## config.mk

```make
export PLATFORM = sky130hd
export DESIGN_NAME = clk0_res_monitor_6502_flat
export DESIGN_NICKNAME = d
export VERILOG_FILES = /design/src/rtl/clk0_res_monitor_6502_pkg.sv /design/src/rtl/clk0_res_monitor_6502_if.sv /design/src/rtl/clk0_res_monitor_6502_edge_det.sv /design/src/rtl/clk0_res_monitor_6502.sv /design/src/flat_wrapper.sv
export SDC_FILE = /design/constraint.sdc
export NUM_CORES = 1
export LEC_CHECK = 0
export CAP_MARGIN = 20
export CORE_MARGIN = 4
export CORE_UTILIZATION = 35
export DETAILED_ROUTE_END_ITERATION = 10
export HOLD_SLACK_MARGIN = 0.06
export PLACE_DENSITY = 0.59
export SLEW_MARGIN = 20
export SYNTH_ARGS = -nofsm -noshare
export SYNTH_HDL_FRONTEND = slang
export SYNTH_SLANG_ARGS = --single-unit
```

## constraint.sdc

```tcl
create_clock -name eclk -period 2.4 [get_ports eclk]
set_input_delay 0.36 -clock eclk [delete_from_list [all_inputs] [get_ports eclk]]
set_output_delay 0.36 -clock eclk [all_outputs]
set_load 0.005 [all_outputs]
```

## src/rtl/clk0_res_monitor_6502_pkg.sv

```systemverilog
// Shared definitions for the 6502 clock/reset monitor.
// Contents: reset-sequence state enum, counter widths, saturating increment helper.
package clk_mon_pkg;

  typedef enum logic [1:0] {
    WAIT_RES = 2'd0,
    IN_RES   = 2'd1,
    RUN      = 2'd2
  } mon_state_e;

  localparam int RES_CNT_W = 8;
  localparam int CYC_CNT_W = 32;

  // Reset-pulse rise counter increment that sticks at all-ones.
  function automatic logic [RES_CNT_W-1:0] sat_inc_res(input logic [RES_CNT_W-1:0] v);
    if (v == {RES_CNT_W{1'b1}}) begin
      return v;
    end else begin
      return v + RES_CNT_W'(1);
    end
  endfunction

endpackage

```

## src/rtl/clk0_res_monitor_6502_if.sv

```systemverilog
// Bus bundle between the clk0/res stimulus and the monitor.
// master: drives res/clk0, observes the monitor results.
// slave : the monitor; samples res/clk0, drives strobes, measurements and flags.
interface clk0_res_monitor_6502_if
  import clk_mon_pkg::*;
#(
  parameter int unsigned LEN_W = 8
);
  logic                 res;
  logic                 clk0;
  logic                 clk0_rise;
  logic                 clk0_fall;
  logic [LEN_W-1:0]     half_len;
  logic                 period_err;
  logic [RES_CNT_W-1:0] res_cycles;
  logic                 res_done;
  logic                 res_short_err;
  logic                 run;
  logic [CYC_CNT_W-1:0] cycle_count;

  modport master (
    output res, clk0,
    input  clk0_rise, clk0_fall, half_len, period_err, res_cycles,
           res_done, res_short_err, run, cycle_count
  );

  modport slave (
    input  res, clk0,
    output clk0_rise, clk0_fall, half_len, period_err, res_cycles,
           res_done, res_short_err, run, cycle_count
  );
endinterface

```

## src/rtl/clk0_res_monitor_6502_edge_det.sv

```systemverilog
// clk0 edge detector.
// Ports: eclk/ereset (clock, sync active-high reset), clk0_i (level in),
//        rise_now_o/fall_now_o (edge seen in the current sample, combinational),
//        rise_o/fall_o (registered one-cycle strobes, one cycle after the edge sample).
// The primed flag suppresses a false edge against the reset value of the sample register.
module clk_edge_det (
  input  logic eclk,
  input  logic ereset,
  input  logic clk0_i,
  output logic rise_now_o,
  output logic fall_now_o,
  output logic rise_o,
  output logic fall_o
);
  logic clk0_q;
  logic primed_q;
  logic rise_q;
  logic fall_q;

  assign rise_now_o = primed_q &  clk0_i & ~clk0_q;
  assign fall_now_o = primed_q & ~clk0_i &  clk0_q;

  // Sample register, primed gate and strobe registers.
  always_ff @(posedge eclk) begin
    if (ereset) begin
      clk0_q   <= 1'b0;
      primed_q <= 1'b0;
      rise_q   <= 1'b0;
      fall_q   <= 1'b0;
    end else begin
      clk0_q   <= clk0_i;
      primed_q <= 1'b1;
      rise_q   <= rise_now_o;
      fall_q   <= fall_now_o;
    end
  end

  assign rise_o = rise_q;
  assign fall_o = fall_q;
endmodule

```

## src/rtl/clk0_res_monitor_6502.sv

```systemverilog
// 6502 clk0/res receiving-end monitor.
// Ports: eclk (system clock), ereset (sync active-high reset),
//        mon (slave modport): res/clk0 in; clk0_rise/clk0_fall strobes, half_len,
//        period_err, res_cycles, res_done, res_short_err, run, cycle_count out.
// half_len is the distance in eclk cycles between two successive detected clk0 edges.
module clk0_res_monitor_6502
  import clk_mon_pkg::*;
#(
  parameter int unsigned HALFCYCLE      = 4,
  parameter int unsigned MIN_RES_CYCLES = 2,
  parameter int unsigned LEN_W          = 8
) (
  input  logic eclk,
  input  logic ereset,
  clk0_res_monitor_6502_if.slave mon
);
  logic rise_now_s, fall_now_s, edge_now_s;
  logic rise_strobe_s, fall_strobe_s;

  logic [LEN_W-1:0]     hcnt_q, hcnt_d;
  logic                 meas_ok_q, meas_ok_d;
  logic [LEN_W-1:0]     half_len_q, half_len_d;
  logic                 period_err_q, period_err_d;
  mon_state_e           state_q, state_d;
  logic [RES_CNT_W-1:0] res_cycles_q, res_cycles_d;
  logic [RES_CNT_W-1:0] rc_rise_s;
  logic                 res_done_q, res_done_d;
  logic                 res_short_err_q, res_short_err_d;
  logic                 run_q, run_d;
  logic [CYC_CNT_W-1:0] cycle_count_q, cycle_count_d;

  clk_edge_det u_edge (
    .eclk       (eclk),
    .ereset     (ereset),
    .clk0_i     (mon.clk0),
    .rise_now_o (rise_now_s),
    .fall_now_o (fall_now_s),
    .rise_o     (rise_strobe_s),
    .fall_o     (fall_strobe_s)
  );

  assign edge_now_s = rise_now_s | fall_now_s;

  // Next-state logic for half-period measurement and the reset-sequence FSM.
  always_comb begin
    hcnt_d          = hcnt_q;
    meas_ok_d       = meas_ok_q;
    half_len_d      = half_len_q;
    period_err_d    = period_err_q;
    state_d         = state_q;
    res_cycles_d    = res_cycles_q;
    res_done_d      = 1'b0;
    res_short_err_d = res_short_err_q;
    cycle_count_d   = cycle_count_q;
    rc_rise_s       = rise_now_s ? sat_inc_res(res_cycles_q) : res_cycles_q;

    // hcnt reaches the half-period length in the cycle the next edge is seen.
    if (edge_now_s) begin
      hcnt_d    = LEN_W'(1);
      meas_ok_d = 1'b1;
      if (meas_ok_q) begin
        half_len_d = hcnt_q;
        if (hcnt_q != LEN_W'(HALFCYCLE)) begin
          period_err_d = 1'b1;
        end else begin
          period_err_d = period_err_q;
        end
      end else begin
        half_len_d = half_len_q;
      end
    end else if (hcnt_q != {LEN_W{1'b1}}) begin
      hcnt_d = hcnt_q + LEN_W'(1);
    end else begin
      hcnt_d = hcnt_q;
    end

    case (state_q)
      WAIT_RES: begin
        if (!mon.res) begin
          state_d      = IN_RES;
          res_cycles_d = {RES_CNT_W{1'b0}};
        end else begin
          state_d = WAIT_RES;
        end
      end
      IN_RES: begin
        // A rise in the release sample still counts before the length check.
        res_cycles_d = rc_rise_s;
        if (mon.res) begin
          if (rc_rise_s >= RES_CNT_W'(MIN_RES_CYCLES)) begin
            state_d       = RUN;
            res_done_d    = 1'b1;
            cycle_count_d = {CYC_CNT_W{1'b0}};
          end else begin
            state_d         = WAIT_RES;
            res_short_err_d = 1'b1;
          end
        end else begin
          state_d = IN_RES;
        end
      end
      RUN: begin
        if (!mon.res) begin
          // A rise coincident with re-assertion belongs to the new pulse.
          state_d      = IN_RES;
          res_cycles_d = rise_now_s ? RES_CNT_W'(1) : {RES_CNT_W{1'b0}};
        end else if (rise_now_s) begin
          cycle_count_d = cycle_count_q + CYC_CNT_W'(1);
        end else begin
          cycle_count_d = cycle_count_q;
        end
      end
      default: begin
        state_d = WAIT_RES;
      end
    endcase

    run_d = (state_d == RUN);
  end

  // State and output registers.
  always_ff @(posedge eclk) begin
    if (ereset) begin
      hcnt_q          <= {LEN_W{1'b0}};
      meas_ok_q       <= 1'b0;
      half_len_q      <= {LEN_W{1'b0}};
      period_err_q    <= 1'b0;
      state_q         <= WAIT_RES;
      res_cycles_q    <= {RES_CNT_W{1'b0}};
      res_done_q      <= 1'b0;
      res_short_err_q <= 1'b0;
      run_q           <= 1'b0;
      cycle_count_q   <= {CYC_CNT_W{1'b0}};
    end else begin
      hcnt_q          <= hcnt_d;
      meas_ok_q       <= meas_ok_d;
      half_len_q      <= half_len_d;
      period_err_q    <= period_err_d;
      state_q         <= state_d;
      res_cycles_q    <= res_cycles_d;
      res_done_q      <= res_done_d;
      res_short_err_q <= res_short_err_d;
      run_q           <= run_d;
      cycle_count_q   <= cycle_count_d;
    end
  end

  assign mon.clk0_rise     = rise_strobe_s;
  assign mon.clk0_fall     = fall_strobe_s;
  assign mon.half_len      = half_len_q;
  assign mon.period_err    = period_err_q;
  assign mon.res_cycles    = res_cycles_q;
  assign mon.res_done      = res_done_q;
  assign mon.res_short_err = res_short_err_q;
  assign mon.run           = run_q;
  assign mon.cycle_count   = cycle_count_q;
endmodule
```

## src/flat_wrapper.sv

```systemverilog
// flat-port wrapper written by rule: the top's interface ports become plain ports
module clk0_res_monitor_6502_flat import clk_mon_pkg::*;
#(
  parameter int unsigned HALFCYCLE      = 4,
  parameter int unsigned MIN_RES_CYCLES = 2,
  parameter int unsigned LEN_W          = 8
)
  (eclk, ereset, mon_res, mon_clk0, mon_clk0_rise, mon_clk0_fall, mon_half_len, mon_period_err, mon_res_cycles, mon_res_done, mon_res_short_err, mon_run, mon_cycle_count);
  clk0_res_monitor_6502_if #(.LEN_W(LEN_W)) mon_i ();
  input  logic eclk;
  input  logic ereset;
  input wire logic [$bits(mon_i.res)-1:0] mon_res;
  input wire logic [$bits(mon_i.clk0)-1:0] mon_clk0;
  output wire logic [$bits(mon_i.clk0_rise)-1:0] mon_clk0_rise;
  output wire logic [$bits(mon_i.clk0_fall)-1:0] mon_clk0_fall;
  output wire logic [$bits(mon_i.half_len)-1:0] mon_half_len;
  output wire logic [$bits(mon_i.period_err)-1:0] mon_period_err;
  output wire logic [$bits(mon_i.res_cycles)-1:0] mon_res_cycles;
  output wire logic [$bits(mon_i.res_done)-1:0] mon_res_done;
  output wire logic [$bits(mon_i.res_short_err)-1:0] mon_res_short_err;
  output wire logic [$bits(mon_i.run)-1:0] mon_run;
  output wire logic [$bits(mon_i.cycle_count)-1:0] mon_cycle_count;
  assign mon_i.res = mon_res;
  assign mon_i.clk0 = mon_clk0;
  assign mon_clk0_rise = mon_i.clk0_rise;
  assign mon_clk0_fall = mon_i.clk0_fall;
  assign mon_half_len = mon_i.half_len;
  assign mon_period_err = mon_i.period_err;
  assign mon_res_cycles = mon_i.res_cycles;
  assign mon_res_done = mon_i.res_done;
  assign mon_res_short_err = mon_i.res_short_err;
  assign mon_run = mon_i.run;
  assign mon_cycle_count = mon_i.cycle_count;
  clk0_res_monitor_6502 #(.HALFCYCLE(HALFCYCLE), .MIN_RES_CYCLES(MIN_RES_CYCLES), .LEN_W(LEN_W)) u_core (.eclk(eclk), .ereset(ereset), .mon(mon_i));
endmodule
```

==> impl_metrics.py <==
metrics = {
    "floorplanning": {
        "die_w_microns": 112,
        "core_sq_mm": 0.0104,
        "ios": 58,
        "rows": 37,
        "die_y_microns": 112,
        "die-area_sq_mm": 0.0125,
        "start_util": 0.361,
    },
    "power": {
        "pwr_density_cell_mw_per_mm2": 441,
        "leakage_nw": 1.75,
        "ir_worst_vdd_mv": 0.359,
        "power.total_mw": 2.27,
    },
    "critical_path": {
        "worstPathCellList": "ha_4, and4b_2, buf_4, o211ai_1, a2111oi_4, and4_4, buf_6, buf_12, or4_1, a21oi_2",
        "cp-end-kind": "flop",
        "critPathSlowestCell": "or4_1",
        "start_kind": "flop",
        "required_ns": 2.68,
        "path_class": "reg2reg",
        "critPathMaxStageDelay_ns": 0.48,
        "cp.arrival_ns": 2.65,
        "worstPathMaxFanout": 9,
    },
    "timing": {
        "skew_ns": 0.0119,
        "drv_slew": 0,
        "slew_headroom": 0.646,
        "finalHoldViolCount": 0,
        "fin_crit_ns": 2.37,
        "fmax_mhz": 421,
        "rsz0062_at_grt": "yes",
        "tightest_slew_ns": 0.526,
        "finalSetupTns_ns": 0,
        "finalSetupViolations": 0,
        "period_share": 0.989,
    },
    "clock_network": {
        "cts.root.buffer_cell": "clkbuf_8",
        "tritoncts": "done",
        "cts_buffer_depth": 2,
        "clock-sinks": 67,
        "cts_buffers": 9,
        "clock_latency_ns": 0.35,
        "path_clk_slew_ns": 0.09,
        "htreeDepth": 3,
    },
    "final_layout": {
        "num_antenna_cells": 0,
        "num-nets-final": 560,
        "syn2layout_area_growth_pct": 36.9,
        "final_util": 0.494,
        "layout-drive-gt1-share": 0.215,
    },
    "route": {
        "vias_per_cell": 5.67,
        "vias": 3904,
        "drt_first_pass_iters": 4,
        "drc": 0,
        "drtAntennaViolNets": 0,
        "wl_per_cell_microns": 16.4,
        "wl_microns": 11300,
        "drt_iter0_drc": 168,
    },
    "logic_synthesis": {
        "synth-edff-count": 0,
        "syn_avg_cell_area_sq_um": 8.21,
        "syn_inst": 458,
        "synth.distinct_cells": 59,
        "synthesis.nets": 470,
        "yosysSeqAreaShare": 0.357,
        "synthArstFlopShare": 0,
        "ys_warn_count": 0,
        "synth_flop_cell": "dfxtp_1",
        "ys_ff_latch": 67,
        "syn-cell-area_sq_mm": 0.00376,
    },
    "worst_hold_path": {
        "min_path_type": "in2reg",
    },
    "global_routing": {
        "grt_util_all_layers": 0.172,
        "grt_start_max_net_pins": 33,
        "grt_pass1_wl_microns": 18100,
        "antenna_found_initial": 0,
        "grt_pass1_vias": 3726,
        "overflow": 0,
    },
    "place": {
        "place_hpwl_microns": 7390,
        "place.gp.congestion": 0.854,
        "portBuffers": 57,
    },
    "run": {
        "maxCapViolCount": 0,
    },
    "run_status": {
        "status": "finished, final reports clean",
    },
}
-- layout by cell type (no fill, tap or decap), types with 7 or more instances in the layout --
| master | count |
|---|---|
| a21oi_1 | 35 |
| ha_1 | 7 |
| nor3_1 | 17 |
| or4_1 | 13 |
| or4_4 | 7 |
| mux2i_1 | 10 |
| clkdlybuf4s50_1 | 55 |
| o31ai_2 | 7 |
| nand3_1 | 28 |
| nor2_1 | 37 |
| nand4_1 | 17 |
| o21ai_0 | 25 |
| a21o_1 | 16 |
| a21oi_2 | 14 |
| dfxtp_1 | 62 |
| inv_1 | 11 |
| and3_1 | 8 |
| buf_4 | 45 |
| and2_1 | 8 |
| clkbuf_8 | 9 |
| nand2_1 | 24 |
-- power breakdown --
group | leakage [nW] | total, mW | internal, mW | switching [mW]
clock | 0.0881 | 0.955 | 0.484 | 0.471
combinational | 1.12 | 0.184 | 0.0803 | 0.104
sequential | 0.544 | 1.13 | 1.12 | 0.0110
total | 1.75 | 2.27 | 1.69 | 0.585
-- cells in the mapped netlist (all sizes together), types with 5 or more instances --
library cell / count / area [sq um]
mux2i: 11 / 110
nand2: 24 / 90.1
nand3: 28 / 140
a21o: 16 / 120
dfxtp: 67 / 1340
inv: 11 / 41.3
and3: 8 / 50.1
clkbuf: 21 / 80.1
ha: 8 / 100
o31ai: 10 / 110
nor2: 37 / 139
nor4: 9 / 62.6
o21ai: 27 / 135
a31oi: 6 / 37.5
nor2b: 5 / 31.3
buf: 10 / 71.3
nor3: 17 / 85.1
or4: 20 / 150
nand4: 17 / 106
a21oi: 49 / 275
and2: 8 / 50.1
-- metal layers --
| layer | GRT usage | part of all wire | up-vias | routed length [microns] |
|---|---|---|---|---|
| met5 | 0 | 0 | - | 0 |
| met4 | 0.0446 | 0.013 | 0 | 144 |
| met3 | 0.0413 | 0.053 | 12 | 593 |
| met2 | 0.299 | 0.49 | 108 | 5550 |
| met1 | 0.214 | 0.44 | 1874 | 5000 |
| li1 | - | - | 1910 | - |
-- path summary, 6_finish.rpt --
kind                       startpoint                   endpoint  slack [ns]  cells after the start
min                            ereset     u_core.mon.half_len[3]        0.37                      2
max          u_core.mon.res_cycles[1]  u_core.mon.cycle_count[9]        0.03                     10
min reg2reg          u_core.meas_ok_q           u_core.meas_ok_q        0.48                      2
max reg2reg  u_core.mon.res_cycles[1]  u_core.mon.cycle_count[9]        0.03                     10
-- metrics by stage --
step	area [sq um]	cells	setup WS (ns)	hold WS [ns]
2_1_floorplan	3760	458	0.00554	0.436
3_3_place_gp	4690	661	-0.302	0.448
3_5_place_dp	4690	661	-0.344	0.458
4_1_cts	4980	682	0.00743	0.368
5_1_grt	5150	689	-0.0243	0.372
6_report	5150	689	0.0260	0.370
-- state kept, by name, indices dropped and copies added (netlist names) --
signal,flops
u_core.mon.res_cycles,8
u_core.mon.cycle_count,32
u_core.mon.period_err,1
u_core.meas_ok_q,1
u_core.mon.res_done,1
u_core.mon.run,1
u_core.u_edge.fall_o,1
u_core.u_edge.primed_q,1
u_core.u_edge.rise_o,1
u_core.state_q,2
u_core.hcnt_q,8
u_core.mon.res_short_err,1
u_core.u_edge.clk0_q,1
u_core.mon.half_len,8
-- critical path: cells and delay by family, from the launching register on --
kind | cells | cell delay [ns]
and+or+nand+nor | 3 | 0.94
buffers and inverters | 3 | 0.41
adders and majority gates | 1 | 0.16
DFF | 1 | 0.35
AOI/OAI and AO/OA | 3 | 0.44
-- layout make-up --
cell class | count | area (sq um)
clock inverter | 7 | 77.6
clock buffer | 9 | 124
fill | 1018 | 5270
sequential | 67 | 1350
timing repair buffer | 110 | 1050
multi-input combinational | 349 | 2330
inverter | 11 | 41.3
tap | 136 | 170
-- cell families (layout without fill, tap and decap cells) --
| kind of cell | after synthesis | in the layout | share of synthesized area |
|---|---|---|---|
| and+or+nand+nor | 197 | 197 | 0.293 |
| buffers and inverters | 42 | 137 | 0.0512 |
| muxes | 12 | 12 | 0.0323 |
| DFF | 67 | 67 | 0.357 |
| xor gates and xnor gates | 4 | 4 | 0.00932 |
| AOI/OAI and AO/OA | 128 | 128 | 0.231 |
| adders and majority gates | 8 | 8 | 0.0266 |
-- repair_timing --
| action | in CTS | in global routing |
|---|---|---|
| hold buffers | 0 | 0 |
| gates cloned | 1 | 3 |
| pin swaps | 1 | 10 |
| setup endpoints to repair | 16 | 33 |
| gates resized for setup | 8 | 24 |
| setup buffers | 4 | 5 |
No activity file was read; power rests on OpenSTA's default activity.
